**src/rtl/bus_rr_arbiter_if.sv**
```systemverilog
// Bus bundle between the requesting masters, the round-robin arbiter and the shared slave.
// The master modport is the arbiter's view; the slave modport is the environment's view.
interface bus_rr_arbiter_if #(
  parameter int NUM_MASTERS = 4
);
  logic [NUM_MASTERS-1:0]   m_valid;
  logic [4*NUM_MASTERS-1:0] m_addr;
  logic [4*NUM_MASTERS-1:0] m_wdata;
  logic [NUM_MASTERS-1:0]   m_ready;
  logic [3:0]               m_rdata;
  logic                     m_err;
  logic                     s_valid;
  logic [3:0]               s_addr;
  logic [3:0]               s_wdata;
  logic [3:0]               s_rdata;
  logic                     s_ready;

  modport master (
    input  m_valid, m_addr, m_wdata, s_rdata, s_ready,
    output m_ready, m_rdata, m_err, s_valid, s_addr, s_wdata
  );

  modport slave (
    output m_valid, m_addr, m_wdata, s_rdata, s_ready,
    input  m_ready, m_rdata, m_err, s_valid, s_addr, s_wdata
  );
endinterface

```
**src/rtl/bus_rr_arbiter.sv**
```systemverilog
// Round-robin arbiter sharing one valid/ready slave among NUM_MASTERS requesters,
// with an IDLE -> BUSY -> RESP transaction sequence and a slave-response timeout.
module bus_rr_arbiter #(
  parameter int NUM_MASTERS = 4,
  parameter int TIMEOUT     = 8
) (
  input  logic                   clock,
  input  logic                   reset_n,
  bus_rr_arbiter_if.master       bus,
  output logic [NUM_MASTERS-1:0] grant,
  output logic                   busy,
  output logic [7:0]             txn_count,
  output logic [3:0]             err_count
);
  localparam int IW = (NUM_MASTERS > 1) ? $clog2(NUM_MASTERS) : 1;
  localparam logic [IW:0]   NM       = (IW+1)'(NUM_MASTERS);
  localparam logic [IW-1:0] LAST_IDX = IW'(NUM_MASTERS - 1);
  localparam logic [7:0]    T_LAST   = 8'(TIMEOUT - 1);

  typedef enum logic [1:0] {IDLE, BUSY, RESP} state_t;

  state_t                 state_reg, state_next;
  logic [IW-1:0]          ptr_reg, ptr_next;
  logic [IW-1:0]          gidx_reg, gidx_next;
  logic [NUM_MASTERS-1:0] grant_reg, grant_next;
  logic [3:0]             addr_reg, addr_next;
  logic [3:0]             wdata_reg, wdata_next;
  logic [7:0]             timer_reg, timer_next;
  logic [3:0]             rdata_reg, rdata_next;
  logic                   err_reg, err_next;
  logic [7:0]             txn_reg, txn_next;
  logic [3:0]             errc_reg, errc_next;

  logic                   pick_found;
  logic [IW-1:0]          pick_idx;
  logic [IW:0]            cand;

  // First requester at or after the pointer, searching upward with wrap-around.
  always_comb begin
    pick_found = 1'b0;
    pick_idx   = '0;
    cand       = '0;
    for (int k = 0; k < NUM_MASTERS; k++) begin
      cand = {1'b0, ptr_reg} + (IW+1)'(k);
      if (cand >= NM) cand = cand - NM;
      if (!pick_found && bus.m_valid[cand[IW-1:0]]) begin
        pick_found = 1'b1;
        pick_idx   = cand[IW-1:0];
      end
    end
  end

  always_ff @(posedge clock or negedge reset_n) begin
    if (!reset_n) begin
      state_reg <= IDLE;
      ptr_reg   <= '0;
      gidx_reg  <= '0;
      grant_reg <= '0;
      addr_reg  <= '0;
      wdata_reg <= '0;
      timer_reg <= '0;
      rdata_reg <= '0;
      err_reg   <= 1'b0;
      txn_reg   <= '0;
      errc_reg  <= '0;
    end else begin
      state_reg <= state_next;
      ptr_reg   <= ptr_next;
      gidx_reg  <= gidx_next;
      grant_reg <= grant_next;
      addr_reg  <= addr_next;
      wdata_reg <= wdata_next;
      timer_reg <= timer_next;
      rdata_reg <= rdata_next;
      err_reg   <= err_next;
      txn_reg   <= txn_next;
      errc_reg  <= errc_next;
    end
  end

  always_comb begin
    state_next = state_reg;
    ptr_next   = ptr_reg;
    gidx_next  = gidx_reg;
    grant_next = grant_reg;
    addr_next  = addr_reg;
    wdata_next = wdata_reg;
    timer_next = timer_reg;
    rdata_next = rdata_reg;
    err_next   = err_reg;
    txn_next   = txn_reg;
    errc_next  = errc_reg;
    case (state_reg)
      IDLE: begin
        if (pick_found) begin
          state_next = BUSY;
          gidx_next  = pick_idx;
          grant_next = {{(NUM_MASTERS-1){1'b0}}, 1'b1} << pick_idx;
          addr_next  = bus.m_addr[4*pick_idx +: 4];
          wdata_next = bus.m_wdata[4*pick_idx +: 4];
          timer_next = '0;
        end
      end
      BUSY: begin
        // A slave answer on the last allowed cycle still counts as a normal completion.
        if (bus.s_ready) begin
          rdata_next = bus.s_rdata;
          err_next   = 1'b0;
          state_next = RESP;
        end else if (timer_reg == T_LAST) begin
          rdata_next = '0;
          err_next   = 1'b1;
          state_next = RESP;
        end else begin
          timer_next = timer_reg + 8'd1;
        end
      end
      RESP: begin
        ptr_next   = (gidx_reg == LAST_IDX) ? '0 : gidx_reg + IW'(1);
        txn_next   = txn_reg + 8'd1;
        if (err_reg && errc_reg != 4'hF) errc_next = errc_reg + 4'd1;
        grant_next = '0;
        state_next = IDLE;
      end
      default: state_next = IDLE;
    endcase
  end

  assign bus.s_valid = (state_reg == BUSY);
  assign bus.s_addr  = (state_reg == BUSY) ? addr_reg : '0;
  assign bus.s_wdata = (state_reg == BUSY) ? wdata_reg : '0;
  assign bus.m_ready = (state_reg == RESP) ? grant_reg : '0;
  assign bus.m_rdata = rdata_reg;
  assign bus.m_err   = err_reg;
  assign grant       = grant_reg;
  assign busy        = (state_reg != IDLE);
  assign txn_count   = txn_reg;
  assign err_count   = errc_reg;
endmodule
```
**src/flat_wrapper.sv**
```systemverilog
// flat-port wrapper written by rule: the top's interface ports become plain ports
module bus_rr_arbiter_flat 
#(
  parameter int NUM_MASTERS = 4,
  parameter int TIMEOUT     = 8
)
  (clock, reset_n, grant, busy, txn_count, err_count, bus_m_valid, bus_m_addr, bus_m_wdata, bus_s_rdata, bus_s_ready, bus_m_ready, bus_m_rdata, bus_m_err, bus_s_valid, bus_s_addr, bus_s_wdata);
  bus_rr_arbiter_if #(.NUM_MASTERS(NUM_MASTERS)) bus_i ();
  input  logic clock;
  input  logic reset_n;
  output logic [NUM_MASTERS-1:0] grant;
  output logic busy;
  output logic [7:0] txn_count;
  output logic [3:0] err_count;
  input wire logic [$bits(bus_i.m_valid)-1:0] bus_m_valid;
  input wire logic [$bits(bus_i.m_addr)-1:0] bus_m_addr;
  input wire logic [$bits(bus_i.m_wdata)-1:0] bus_m_wdata;
  input wire logic [$bits(bus_i.s_rdata)-1:0] bus_s_rdata;
  input wire logic [$bits(bus_i.s_ready)-1:0] bus_s_ready;
  output wire logic [$bits(bus_i.m_ready)-1:0] bus_m_ready;
  output wire logic [$bits(bus_i.m_rdata)-1:0] bus_m_rdata;
  output wire logic [$bits(bus_i.m_err)-1:0] bus_m_err;
  output wire logic [$bits(bus_i.s_valid)-1:0] bus_s_valid;
  output wire logic [$bits(bus_i.s_addr)-1:0] bus_s_addr;
  output wire logic [$bits(bus_i.s_wdata)-1:0] bus_s_wdata;
  assign bus_i.m_valid = bus_m_valid;
  assign bus_i.m_addr = bus_m_addr;
  assign bus_i.m_wdata = bus_m_wdata;
  assign bus_i.s_rdata = bus_s_rdata;
  assign bus_i.s_ready = bus_s_ready;
  assign bus_m_ready = bus_i.m_ready;
  assign bus_m_rdata = bus_i.m_rdata;
  assign bus_m_err = bus_i.m_err;
  assign bus_s_valid = bus_i.s_valid;
  assign bus_s_addr = bus_i.s_addr;
  assign bus_s_wdata = bus_i.s_wdata;
  bus_rr_arbiter #(.NUM_MASTERS(NUM_MASTERS), .TIMEOUT(TIMEOUT)) u_core (.clock(clock), .reset_n(reset_n), .bus(bus_i), .grant(grant), .busy(busy), .txn_count(txn_count), .err_count(err_count));
endmodule
```
**config.mk**
```make
export PLATFORM = sky130hd
export DESIGN_NAME = bus_rr_arbiter_flat
export DESIGN_NICKNAME = d
export VERILOG_FILES = /design/src/rtl/bus_rr_arbiter_if.sv /design/src/rtl/bus_rr_arbiter.sv /design/src/flat_wrapper.sv
export SDC_FILE = /design/constraint.sdc
export NUM_CORES = 1
export LEC_CHECK = 0
export CORE_UTILIZATION = 35
export DETAILED_ROUTE_END_ITERATION = 8
export PLACE_DENSITY = 0.63
export SETUP_SLACK_MARGIN = 0.15
export SYNTH_ARGS = -nofsm -noshare
export SYNTH_HDL_FRONTEND = slang
export SYNTH_SLANG_ARGS = --single-unit
```
**constraint.sdc**
```tcl
create_clock -name clock -period 2.1 [get_ports clock]
set_input_delay 0.315 -clock clock [delete_from_list [all_inputs] [get_ports clock]]
set_output_delay 0.315 -clock clock [all_outputs]
set_load 0.02 [all_outputs]
```
Word level (Yosys, flattened, before mapping)
Cells that the tools add are included.
{"block": "totals", "output_inout_bits": 35, "reg_bits": 43, "word_cells": 98, "inputBits": 43}
{"block": "op_classes", "magnitude_cmp": 8, "shifts": 3, "muxes": 38, "reduce_logical": 18, "eq_ne": 9, "add_sub_neg": 11}
{"op": "$shiftx 16x5->4", "count": 2}
{"op": "$mux 2", "count": 12}
{"op": "$mux 4", "count": 6}
{"op": "$mux 8", "count": 3}
{"op": "$add 8x1->8 const B", "count": 2}
{"op": "$pmux 8 s2", "count": 1}
{"op": "$lt 2x3->1 const B", "count": 4}
{"op": "$mux 1", "count": 10}
{"op": "$reduce_and 2->1", "count": 5}
{"op": "$ge 3x3->1 const B", "count": 3}
{"op": "$bmux 1 s2", "count": 4}
{"op": "$eq 8x3->1 const B", "count": 1}
{"op": "$pmux 4 s2", "count": 1}
{"op": "$reduce_bool 2->1", "count": 4}
{"op": "$sub 2x1->2 const B", "count": 4}
{"op": "$add 2x2->3 const B", "count": 2}
{"op": "$add 4x1->4 const B", "count": 1}
{"op": "$eq 2x2->1 const B", "count": 2}
{"op": "$logic_and 1x1->1", "count": 4}
{"op": "$ne 2x2->1 const B", "count": 2}
{"op": "$ne 4x4->1 const B", "count": 1}
{"op": "$pmux 2 s2", "count": 1}
{"op": "$reduce_and 4->1", "count": 1}
{"op": "$shl 1x2->4 const A", "count": 1}
{"op": "8 further kinds", "count": 10}

Longest topological paths before layout
{"block": "depth", "word_depth": 17, "depth_mapped": 6, "depth_no_buf": 6}

Worst setup path before layout
OpenSTA, ideal clock, no wires.
{"block": "synth_path", "kind": "flip-flop to flip-flop", "from": "reg u_core.timer_reg[5]", "to": "reg u_core.timer_reg[4]", "path_slack_ns": 0.297, "period_less_slack_ns": 1.803, "path_stages_with_launch": 6, "t_arrival_ns": 1.671, "setup_time_ns": 0.132, "n_path_buf": 0, "path_cell_list": "dfrtp_1 or4_4 o311a_4 o2111ai_1 xor2_1 nor2_1"}
{"block": "synth_between", "elab_chain_len": 3}
{"element": "from (decl)", "line": "bus_rr_arbiter.sv:28", "source": "logic [7:0] timer_reg, timer_next;"}
{"element": "from (signal assigned)", "line": "bus_rr_arbiter.sv:73", "source": "timer_reg <= timer_next;"}
{"element": "$eq 8x3->1", "line": "bus_rr_arbiter.sv:110", "source": "end else if (timer_reg == T_LAST) begin"}
{"element": "$ne 2x2->1 (no line)"}
{"element": "$reduce_and 4->1 (no line)"}
Every way passes these cells.
A chain may end at the register's enable or synchronous reset.

Worst setup path in the final report
{"block": "layout_path", "from": "reg u_core.state_reg[0]", "to": "out busy"}
{"block": "layout_between", "elab_chain_len": 1}
{"element": "from (decl)", "line": "bus_rr_arbiter.sv:22", "source": "state_t state_reg, state_next;"}
{"element": "from (signal assigned)", "line": "bus_rr_arbiter.sv:67", "source": "state_reg <= state_next;"}
{"element": "$reduce_bool 2->1", "line": "bus_rr_arbiter.sv:136", "source": "assign busy = (state_reg != IDLE);"}
{"element": "to (decl)", "line": "flat_wrapper.sv:12", "source": "output logic busy;"}
Every way passes these cells.

==> flow_summary.yaml <==
placement:
  io_buffer_count: 77
  gp_congestion: 0.808
  hpwl_um: 4420
setup_path:
  arrival_ns: 1.58
  cp.required_ns: 1.78
  criticalPathCategory: "reg -> out"
  cp-end-kind: "output pin"
  path_max_fanout: 4
  startpoint_type: "flip-flop"
global_route:
  antenna_found_initial: 0
  grt_pass1_wl_um: 10100
  grt_pass1_vias: 2113
  grt_overflow: 0
  track_usage_pct: 18.0
  grt_max_degree: 33
finish:
  drive_gt1_share_pct: 17.3
  areaGrowthSynthToFinish_pct: 50.4
  layout.nets: 375
  diodes: 0
  n_fill_cell: 559
clock_network:
  worstSkewPairLatency_ns: 0.30
  hold_buffers: 0
  cts_buffers: 5
  cts_max_level: 2
  clkTransAtPathRegs_ns: 0.08
  cts_root_buffer: "clkbuf_8"
  cts.sinks: 43
  cts_tree: "yes"
  clockBufferDepth: 2
route:
  drt_wl_total_um: 5840
  drt-vias-per-instance: 5.22
  drc: 2
  via_count: 2119
  ant_nets: 0
  wire_per_inst_um: 14.4
  drt_iter0_markers: 126
  dr.pass1.iters: 6
pwr:
  power.density_cell_area_nw_per_um2: 1200
  leakage_nw: 1.58
  ir_drop_mv: 0.630
timing:
  hold_violations: 0
  tightest_slew_ns: 0.688
  fmax_mhz: 528
  finalSetupTns_ns: 0
  finalSetupViolations: 0
  slew_headroom_pct: 54.2
  slew_viol_final: 0
  rsz0062_at_grt: "true"
  skew_ns: 0.00477
  period_share_pct: 90.2
  hold_slack_ns: 0.0480
  period_minus_slack_ns: 1.89
yosys:
  synth.most_common_cell: "dfrtp_1"
  synth.net_count: 277
  ys_top_cells_by_area: "dfrtp_1, and2_1, nand4_1, a41oi_1, nand3_1"
  synth_top_area_share_pct: 46.8
  ys_async_sr_fraction_pct: 100
  ys_warn_count: 0
  seq_area_frac_synth_pct: 46.8
  ys_types: 39
  netlist_area_um2: 2300
  ys_seq_elements: 43
  synthFlopType: "dfrtp_1"
  yosysTopAreaCell: "dfrtp_1"
  synth_common_cells: "dfrtp_1, and2_1, nand2_1, nand3_1"
  syn_area_per_cell_um2: 9.99
  synth_edf_count: 0
  synthCells: 230
floorplan:
  start_util_pct: 36.2
  core_um2: 6350
  rows: 29
  io_pins: 78
  die_y_um: 83.0
  die_w_um: 83.0
  die_area_um2: 6890
run:
  cap_violations: 0
status:
  outcome: "finished with violations"
  violations: "design-rule violations"
worst_hold_path:
  hp-class: "in -> async"
[per-stage QoR]
stage	cell area, um2	setup slack (ns)	utilization [%]	power [mW]	std cells
5_1_grt	3460	0.131	54.4	4.45	406
4_1_cts	3420	0.0926	53.8	4.17	403
3_3_place_gp	3310	0.0765	52.1	3.51	395
6_report	3460	0.205	54.4	4.16	406
2_1_floorplan	2300	0.297	-	2.52	230
3_5_place_dp	3310	0.0241	52.1	3.54	395
[per-layer routing]
metal  GRT usage [%]  vias up  part of all wire [%]
li1                -     1044                     -
met1            25.7     1009                    48
met2            28.1       61                    47
met3            3.28        5                   4.2
met4            5.17        0                  0.81
met5               0        -                     0
[report_power, final]
part | leakage (nW) | internal, mW | switching (mW) | total, mW
Sequential | 0.559 | 1.10 | 0.231 | 1.33
Combinational | 0.955 | 1.02 | 1.14 | 2.16
Clock | 0.0612 | 0.385 | 0.284 | 0.669
[logic make-up after synthesis]
| kind of cell | count (synthesis) | share of synthesized area [%] |
|---|---|---|
| AND/OR/NAND/NOR | 95 | 22.2 |
| AO/OA/AOI/OAI | 50 | 17.6 |
| flip-flops | 43 | 46.8 |
| buffers and inverters | 17 | 2.88 |
| XOR/XNOR | 16 | 6.10 |
| multiplexers | 5 | 2.23 |
| adder cells (fa/ha/maj) | 4 | 2.18 |
[path summary, 6_finish.rpt]
| path | slack (ns) | to | start | depth (start not counted) |
|---|---|---|---|---|
| max in group asynchronous | 1.48 | u_core.err_count[3] | reset_n | 2 |
| min in group clock | 0.49 | u_core.txn_count[7] | u_core.txn_count[7] | 1 |
| setup / recovery | 0.21 | busy | u_core.state_reg[0] | 2 |
| hold / removal | 0.05 | u_core.addr_reg[0] | reset_n | 1 |
| hold reg to reg | 0.49 | u_core.txn_count[7] | u_core.txn_count[7] | 1 |
| setup reg to reg | 0.21 | u_core.timer_reg[4] | u_core.timer_reg[4] | 5 |
[cell usage in the layout (no fill, tap or decap), types with 2 or more instances in the layout]
cell and instances:
clkdlybuf4s50_1 63, dfrtp_1 42, buf_4 26, and2_1 20, nand2_1 18, nand3_1 14, nor2_1 13, nand4_1 13
xnor2_1 8, xor2_1 8, o21ai_0 8, a41oi_1 8, a32o_1 6, a211o_1 6, clkbuf_8 6, dlygate4sd2_1 5
clkbuf_2 5, inv_1 4, and3_1 4, mux2i_1 4, ha_1 4, o21ai_1 3, o2111ai_2 3, nor2b_1 3
o31ai_1 3, o211ai_1 3, dlymetal6s2s_1 3, nor2b_4 2, or2_2 2, a21oi_1 2
[area by class of cell]
class                      count  area (um2)  share of cell area (%)
clock buffer                   6        82.6                    2.39
timing repair buffer         104         957                    27.7
multi-input combinational    170        1190                    34.5
tap                           77        96.3                    2.79
sequential                    43        1080                    31.2
inverter                       4        15.0                   0.434
clock inverter                 2        35.0                    1.01
[critical path, stage by stage, from the launching register on]
cell             delay, ns
dfrtp_1               0.43
or2_1                 0.30
clkdlybuf4s50_1       0.56
[what timing repair did]
| item | 4_1_cts | 5_1_grt |
|---|---|---|
| gates resized for setup | 12 | 21 |
| pin swaps | 0 | 0 |
| buffers inserted | 0 | 3 |
| endpoints found under the setup margin | 13 | 15 |
Power figures use the tool's default switching activity.
